## src/rtl/switch_cell_pkg.sv

```systemverilog
// Shared constants and helpers for the CGRA switch cells.
// The select field width is derived from the input count so a zero/disconnect code fits.
package switch_cell_pkg;

    localparam int SEL_DISCONNECT = 0;

    function automatic int sel_width(input int n);
        return $clog2(n + 1);
    endfunction

endpackage

```

## src/rtl/config_shadow_chain.sv

```systemverilog
// Serial config shadow register with atomic commit into the active register.
// The shadow keeps shifting independently so live routing only ever sees committed values.
module config_shadow_chain #(
    parameter int W = 8
) (
    input  logic         clk,
    input  logic         rst,
    input  logic         shift_in,
    input  logic         shift_en,
    input  logic         commit,
    output logic [W-1:0] active,
    output logic         shift_out
);

    logic [W-1:0] shadow_d, shadow_q;
    logic [W-1:0] active_d, active_q;

    always_comb begin
        shadow_d = shadow_q;
        if (shift_en) begin
            shadow_d = {shadow_q[W-2:0], shift_in};
        end
    end

    // Commit takes the pre-shift shadow, even when a shift happens on the same edge.
    always_comb begin
        active_d = active_q;
        if (commit) begin
            active_d = shadow_q;
        end
    end

    always_ff @(posedge clk) begin
        if (rst) begin
            shadow_q <= '0;
            active_q <= '0;
        end else begin
            shadow_q <= shadow_d;
            active_q <= active_d;
        end
    end

    assign active    = active_q;
    assign shift_out = shadow_q[W-1];

endmodule

```

## src/rtl/fullyconn_nxm_reg.sv

```systemverilog
// N-input, M-output fully connected switch cell with optional per-output pipeline register.
// Each output field in the active config holds {reg_mode, sel}; sel 0 or > N gives zero.
module fullyconn_nxm_reg
    import switch_cell_pkg::*;
#(
    parameter int N    = 6,
    parameter int M    = 1,
    parameter int size = 32
) (
    input  logic                config_clk,
    input  logic                config_reset,
    input  logic                config_in,
    input  logic                config_en,
    input  logic                config_commit,
    output logic                config_out,
    input  logic                data_en,
    input  logic [N*size-1:0]   in,
    output logic [M*size-1:0]   out
);

    localparam int SEL_W = sel_width(N);
    localparam int F     = SEL_W + 1;
    localparam int CFG_W = M * F;

    logic [CFG_W-1:0] active;

    config_shadow_chain #(
        .W (CFG_W)
    ) u_chain (
        .clk       (config_clk),
        .rst       (config_reset),
        .shift_in  (config_in),
        .shift_en  (config_en),
        .commit    (config_commit),
        .active    (active),
        .shift_out (config_out)
    );

    for (genvar j = 0; j < M; j++) begin : g_out
        logic [SEL_W-1:0] sel;
        logic             reg_mode;
        logic [size-1:0]  mux;
        logic [size-1:0]  pipe_d, pipe_q;

        assign sel      = active[j*F +: SEL_W];
        assign reg_mode = active[j*F + SEL_W];

        // Codes above the disconnect value map onto inputs; anything unmatched stays zero.
        always_comb begin
            mux = '0;
            for (int k = 0; k < N; k++) begin
                if (sel == SEL_W'(SEL_DISCONNECT + 1 + k)) begin
                    mux = in[k*size +: size];
                end
            end
        end

        always_comb begin
            pipe_d = pipe_q;
            if (data_en) begin
                pipe_d = mux;
            end
        end

        always_ff @(posedge config_clk) begin
            if (config_reset) begin
                pipe_q <= '0;
            end else begin
                pipe_q <= pipe_d;
            end
        end

        assign out[j*size +: size] = reg_mode ? pipe_q : mux;
    end

endmodule

```

## config.mk

```make
export PLATFORM = sky130hd
export DESIGN_NAME = fullyconn_nxm_reg
export DESIGN_NICKNAME = d
export VERILOG_FILES = /design/src/rtl/switch_cell_pkg.sv /design/src/rtl/config_shadow_chain.sv /design/src/rtl/fullyconn_nxm_reg.sv
export SDC_FILE = /design/constraint.sdc
export NUM_CORES = 1
export LEC_CHECK = 0
export CAP_MARGIN = 20
export CORE_MARGIN = 3
export CORE_UTILIZATION = 45
export CTS_CLUSTER_SIZE = 10
export DETAILED_ROUTE_END_ITERATION = 8
export DONT_BUFFER_PORTS = 1
export SLEW_MARGIN = 30
export SYNTH_ARGS = -nofsm -noshare
export SYNTH_HDL_FRONTEND = slang
export SYNTH_HIERARCHICAL = 1
export SYNTH_SLANG_ARGS = --single-unit
```

## constraint.sdc

```tcl
create_clock -name config_clk -period 5 [get_ports config_clk]
set_input_delay 1 -clock config_clk [delete_from_list [all_inputs] [get_ports config_clk]]
set_output_delay 1 -clock config_clk [all_outputs]
set_load 0.01 [all_outputs]
```

==> results of run 1 <==
==> cell families (layout without fill, tap and decap cells) <==
family / Yosys count / count (layout) / synth area share, %
AND/OR/NAND/NOR: 199 / 199 / 26.0
AO/OA/AOI/OAI: 165 / 165 / 40.8
buffers and inverters: 54 / 17 / 8.03
flip-flops: 40 / 40 / 21.9
multiplexers: 12 / 12 / 3.35
==> flip-flops by register name (all words and copies together), names as in the netlist <==
name              flops
u_chain/active        4
g_out.pipe_q         32
u_chain/shadow_q      4
==> path summary, 6_finish.rpt <==
kind | slack, ns | to | from | depth (start not counted)
setup / recovery | 1.28 | out[1] | u_chain/active[0] | 5
hold / removal | 0.48 | g_out[0].pipe_q[8] | g_out[0].pipe_q[8] | 2
setup reg to reg | 2.55 | g_out[0].pipe_q[15] | u_chain/active[0] | 5
hold reg to reg | 0.48 | g_out[0].pipe_q[8] | g_out[0].pipe_q[8] | 2
==> worst min-delay path, delay by kind of cell, from the launching register on <==
family | cells | cell delay (ns)
AND/OR/NAND/NOR | 1 | 0.08
flip-flops | 1 | 0.31
AO/OA/AOI/OAI | 1 | 0.05
==> placed cells by master (no fill, tap or decap), types with 2 or more instances in the layout <==
cell type / Yosys / layout
mux2_2: 2 / 2
a311oi_1: 30 / 30
inv_1: 4 / 3
nand2b_1: 33 / 33
buf_4: 1 / 4
clkbuf_8: 0 / 6
nand2_1: 32 / 32
o21ai_0: 5 / 5
a221oi_2: 26 / 26
and2_0: 6 / 6
nor2_1: 98 / 98
a21o_1: 2 / 2
o221ai_1: 2 / 2
dfxtp_2: 0 / 2
a222oi_1: 2 / 2
a211oi_1: 2 / 2
nand3_1: 2 / 2
o32ai_1: 2 / 2
a31oi_1: 30 / 30
a22o_1: 29 / 29
o2bb2ai_1: 28 / 28
and2_1: 20 / 20
mux2i_1: 10 / 10
dfxtp_1: 40 / 38
a21oi_1: 4 / 4
==> power groups by stage <==
stage	combinational (mW)	clock (mW)	sequential (mW)
after floorplan	0.100	0	0.348
after global placement	0.0964	0	0.353
after detailed placement	0.0984	0	0.354
after CTS	0.0986	0.291	0.346
after global routing	0.110	0.299	0.348
final	0.0980	0.280	0.346
==> through the flow <==
step                      worst slack, ns  cells  hold slack (ns)
after floorplan                      2.24    470            0.457
after global placement               1.59    527            0.464
after detailed placement             1.59    527            0.473
after CTS                            1.25    535            0.486
after global routing                 1.13    535            0.504
final                                1.28    535            0.480
==> layout make-up <==
class / count / area share (%)
multi-input cells: 376 / 69.9
flip-flops and latches: 40 / 21.9
well taps: 102 / 3.48
clock buffers: 6 / 2.25
clock inverters: 2 / 1.06
repair buffers: 4 / 0.818
inverters: 5 / 0.580
==> per-layer routing <==
layer | up-vias | global-route usage [%] | share of wire, %
li1 | 1698 | - | -
met2 | 168 | 41.7 | 50
met4 | 0 | 5.92 | 1.1
met1 | 1630 | 28.4 | 39
met3 | 10 | 6.02 | 9.7
met5 | - | 0 | 0
==> results.md, run 1 <==
- Worst skew pair latency: 0.29 ns
- Synth top cells by count: nor2_1 (98), dfxtp_1 (40), nand2b_1 (33)
- Final wirelength: 11600 um
- Share of layout cells above drive strength 1: 11.1%
- WL/cell: 21.7 um
- Status: finished clean
- Post-Synthesis Cells: 470
- Post-route cell area: 3670 sq um
- Vias: 3506
- Yosys top cell area share: 21.9%
- Fmax achieved: 269 MHz
- Root Buffer: clkbuf_8
- Max_cap viols: 0
- Register area: 803 sq um
- First-pass detailed-route iteration total: 6
- Post-CTS setup buffer count: 0
- Max Root-Sink Buffers: 2
- Critical Path AT: 2.72 ns
- Area grow syn2layout: 0.239%
- CP bufs+invs: 1
- Clock power frac: 38.7%
- Top Family by Delay on Critical Path: flip-flops
- Mean post-synth cell area: 7.79 sq um
- Synthesized Nets: 668
- Critical path data required time: 4.00 ns
- Crit path launch type: register
- Die width: 96.2 um
- Core area: 7810 sq um
- Port Buf Inserts: 0
- Ys Warns: 6
- Setup Skew: 0.00909 ns
- Die H: 96.2 um
- Setup tns final: 0 ns
- Grt total ovfl: 0
- Vias in the first global route: 3450
- DP Area: 3550 sq um
- CTS buffer count: 5
- FFs w/ async S/R, synth: 0%
- Leak: 1.33 nW
- P_int: 0.542 mW
- Post-cts repair resize count: 0
- Synth unique cells: 40
- Setup repair after global routing missed its margin: false
- Seq/Total Area, Yosys: 21.9%
- # DRC: 0
- Ports: 231
- Sw Ratio: 25.2%
- Post-route minimum period: 3.72 ns
- Slowest stage delay, CP: 0.92 ns
- Crit path cell chain: nand2b_4, nor2_4, buf_4, a221oi_2, a31oi_1
- Cts-stage hold buffer count: 0
- Slew Viols, Final: 0
- Count leader, synth: nor2_1
- Clock-pin slew on the worst setup and hold paths: 0.09 ns
- Multi-input logic area: 2570 sq um
- CP Class: reg2out
- Vias per inst: 6.55
- # rows: 32
- Largest net degree at the start of global routing: 65
- All-Layer GR Usage: 23.6%
- Number of antenna violations at the first check in global routing: 0
- Worst Setup End Kind: output pin
- CP max stage cell: dfxtp_2
- Hold crit path type: reg2reg
- Routability cong.: 0.785
- Crit Path Max Fanout: 44
- P_sw: 0.182 mW
- Sequential share of power: 47.8%
- Top_reg_cell synth: dfxtp_1
- Post-synth EDFFs: 0
- Tot Pwr: 0.724 mW
- Slew @ Worst Pin: 0.893 ns
- PwrDens: 197 nW/um^2
- Largest cells by area after synthesis: dfxtp_1 (22%), a221oi_2 (11%), nor2_1 (10%)
- Relative slew margins: 40.4%
- Cell accounting for the most synthesized area: dfxtp_1
- FILL cells: 797
- CTS tree: done
- Nets@finish: 630
- Setup Viol. Count Final: 0
- Antenna-violating nets left: 0
- Starting Density: 46.9%
- Final Hold Violating Endpoints: 0
- Post-synthesis instance area: 3660 sq um
- Fin util: 47.0%
- Ant diodes: 0
- Die area: 9250 sq um
- Gate power share: 13.5%
- CTS sink cnt: 40
- H-tree levels: 2
- Flops & latches, synth: 40
- Period utilization: 74.4%
- Maximum vdd ir drop: 0.0954 mV
- Iter 0 DRT Violations: 197
- DP HPWL: 8100 um
- First-pass GRT wire length: 17100 um
Note: power is estimated with default switching activity, not from simulation.
==> run 2: changes to the inputs <==
- clock period: 5 -> 3.3 ns (I/O delays scaled with it)
==> results.md, run 2 (synthesis gave the netlist of run 1 again) <==
- Status: finished clean (unchanged)
- DP HPWL: 9010 um (was 8100 um)
- Biggest register: g_out.pipe_q (unchanged)
- Gate power share: 15.8% (was 13.5%)
- RR Startpoint: u_chain/active[2] (was u_chain/active[0])
- Setup Skew: 0.00841 ns (was 0.00909 ns)
- Grt total ovfl: 0 (unchanged)
- FILL cells: 779 (was 797)
- Max Root-Sink Buffers: 2 (unchanged)
- Post-CTS setup buffer count: 0 (unchanged)
- Worst Setup End Kind: output pin (unchanged)
- Die area: 9250 sq um (unchanged)
- Post-route minimum period: 3.06 ns
- Iter 0 DRT Violations: 147 (was 197)
- Vias: 3611 (was 3506)
- Starting Density: 46.9% (unchanged)
- CTS sink cnt: 40 (unchanged)
- Slew Viols, Final: 0 (unchanged)
- Routability cong.: 0.799 (was 0.785)
- Maximum vdd ir drop: 0.127 mV (was 0.0954 mV)
- Period utilization: 92.6%
- All-Layer GR Usage: 24.4% (was 23.6%)
- Sw Ratio: 27.2% (was 25.2%)
- Ant diodes: 0 (unchanged)
- Number of flip-flops under the largest register name: 32 (unchanged)
- Fmax achieved: 327 MHz
- Die width: 96.2 um (unchanged)
- Register area: 803 sq um (unchanged)
- Port Buf Inserts: 0 (unchanged)
- Hold_sp: config_reset (was g_out[0].pipe_q[8])
- P_int: 0.750 mW (was 0.542 mW)
- Setup repair after global routing missed its margin: false (unchanged)
- Hold crit path type: in2reg (was reg2reg)
- CTS buffer count: 5 (unchanged)
- DP Area: 3720 sq um (was 3550 sq um)
- PwrDens: 270 nW/um^2 (was 197 nW/um^2)
- Clock power frac: 33.6% (was 38.7%)
- Hold EP: u_chain/active[0] (was g_out[0].pipe_q[8])
- Sequential share of power: 50.7% (was 47.8%)
- Slew @ Worst Pin: 0.569 ns (was 0.893 ns)
- Clock-pin slew on the worst setup and hold paths: 0.08 ns (was 0.09 ns)
- R2R cell count: 6 (was 5)
- Crit Path Max Fanout: 17 (was 44)
- Register-to-Register Setup Slack: 1.18 ns (was 2.55 ns)
- Critical path data required time: 2.64 ns (was 4.00 ns)
- Share of layout cells above drive strength 1: 15.2% (was 11.1%)
- Final wirelength: 12200 um (was 11600 um)
- P_sw: 0.280 mW (was 0.182 mW)
- Post-route cell area: 3810 sq um (was 3670 sq um)
- Core area: 7810 sq um (unchanged)
- Area grow syn2layout: 4.03% (was 0.239%)
- Fin worst setup slack: 0.244 ns (was 1.28 ns)
- Number of antenna violations at the first check in global routing: 0 (unchanged)
- Setup Viol. Count Final: 0 (unchanged)
- Pre-CTS setup slack: 0.565 ns (was 1.59 ns)
- CP Class: reg2out (unchanged)
- Highest-count cells in the layout ignoring fill and taps: nor2_1 (98), dfxtp_1 (38), nand2b_1 (33) (unchanged)
- # rows: 32 (unchanged)
- Number of cells on the worst hold path: 1 (was 2)
- WL/cell: 21.9 um (was 21.7 um)
- Setup tns final: 0 ns (unchanged)
- First-pass detailed-route iteration total: 4 (was 6)
- # DRC: 0 (unchanged)
- Critical Path AT: 2.40 ns (was 2.72 ns)
- Post-cts repair resize count: 0 (unchanged)
- Most common cell after layout, fill and taps aside: nor2_1 (unchanged)
- Final Hold Violating Endpoints: 0 (unchanged)
- Vias in the first global route: 3495 (was 3450)
- Multi-input logic area: 2570 sq um (unchanged)
- Ports: 231 (unchanged)
- Antenna-violating nets left: 0 (unchanged)
- Worst R2R End: g_out[0].pipe_q[21] (was g_out[0].pipe_q[15])
- Root Buffer: clkbuf_8 (unchanged)
- Largest net degree at the start of global routing: 65 (unchanged)
- Nets@finish: 651 (was 630)
- Die H: 96.2 um (unchanged)
- Max_cap viols: 0 (unchanged)
- CTS tree: done (unchanged)
- H-tree levels: 2 (unchanged)
- Leak: 1.43 nW (was 1.33 nW)
- Relative slew margins: 62.1% (was 40.4%)
- First-pass GRT wire length: 17600 um (was 17100 um)
- Worst skew pair latency: 0.29 ns (about the same)
- Hold slack final: 0.435 ns (was 0.480 ns)
- Vias per inst: 6.49 (was 6.55)
- Cts-stage hold buffer count: 0 (unchanged)
- Crit path launch type: register (unchanged)
run 2: worst max-delay path, stage by stage, from the launching register on:
cell and delay (ns):
dfxtp_2 0.51, buf_4 0.30, and3b_1 0.42, buf_4 0.26, and2_1 0.17, a221oi_2 0.05
a31oi_1 0.37
run 2: layer usage:
| layer | GRT usage [%] | wire length, um |
|---|---|---|
| met1 | 29.8 | 4940 |
| met2 | 43.1 | 6060 |
| met3 | 6.10 | 1090 |
| met4 | 4.98 | 65 |
| met5 | 0 | 0 |
run 2: layout make-up:
cell class	instances	share of cell area, %
Multi-Input combinational cell	376	67.4
Sequential cell	40	21.1
Timing Repair Buffer	25	5.26
Tap cell	102	3.35
Clock buffer	6	2.17
Inverter	5	0.493
Clock inverter	2	0.263
run 2: power groups by stage:
stage | Clock, mW | Sequential, mW | Combinational, mW
after floorplan | 0 | 0.528 | 0.151
after global placement | 0 | 0.531 | 0.160
after detailed placement | 0 | 0.533 | 0.163
after CTS | 0.360 | 0.522 | 0.163
after global routing | 0.376 | 0.525 | 0.182
final | 0.345 | 0.522 | 0.162
run 2: how the worst max path moves through the flow:
stage / end / cells past startpoint / slack [ns] / start
2_1_floorplan: out[25] / 7 / 1.19 / u_chain/active[2]
3_3_place_gp: out[14] / 6 / 0.64 / u_chain/active[2]
3_5_place_dp: out[14] / 6 / 0.57 / u_chain/active[2]
4_1_cts: out[14] / 6 / 0.23 / u_chain/active[2]
5_1_grt: out[7] / 7 / 0.12 / u_chain/active[2]
6_report: out[13] / 6 / 0.24 / u_chain/active[2]
run 2: metrics by stage:
stage	util (%)	instances	power, mW
finish	48.8	556	1.03
global route	48.8	556	1.08
CTS	48.8	556	1.04
detailed placement	47.6	548	0.696
global placement	47.6	548	0.691
floorplan	-	470	0.679
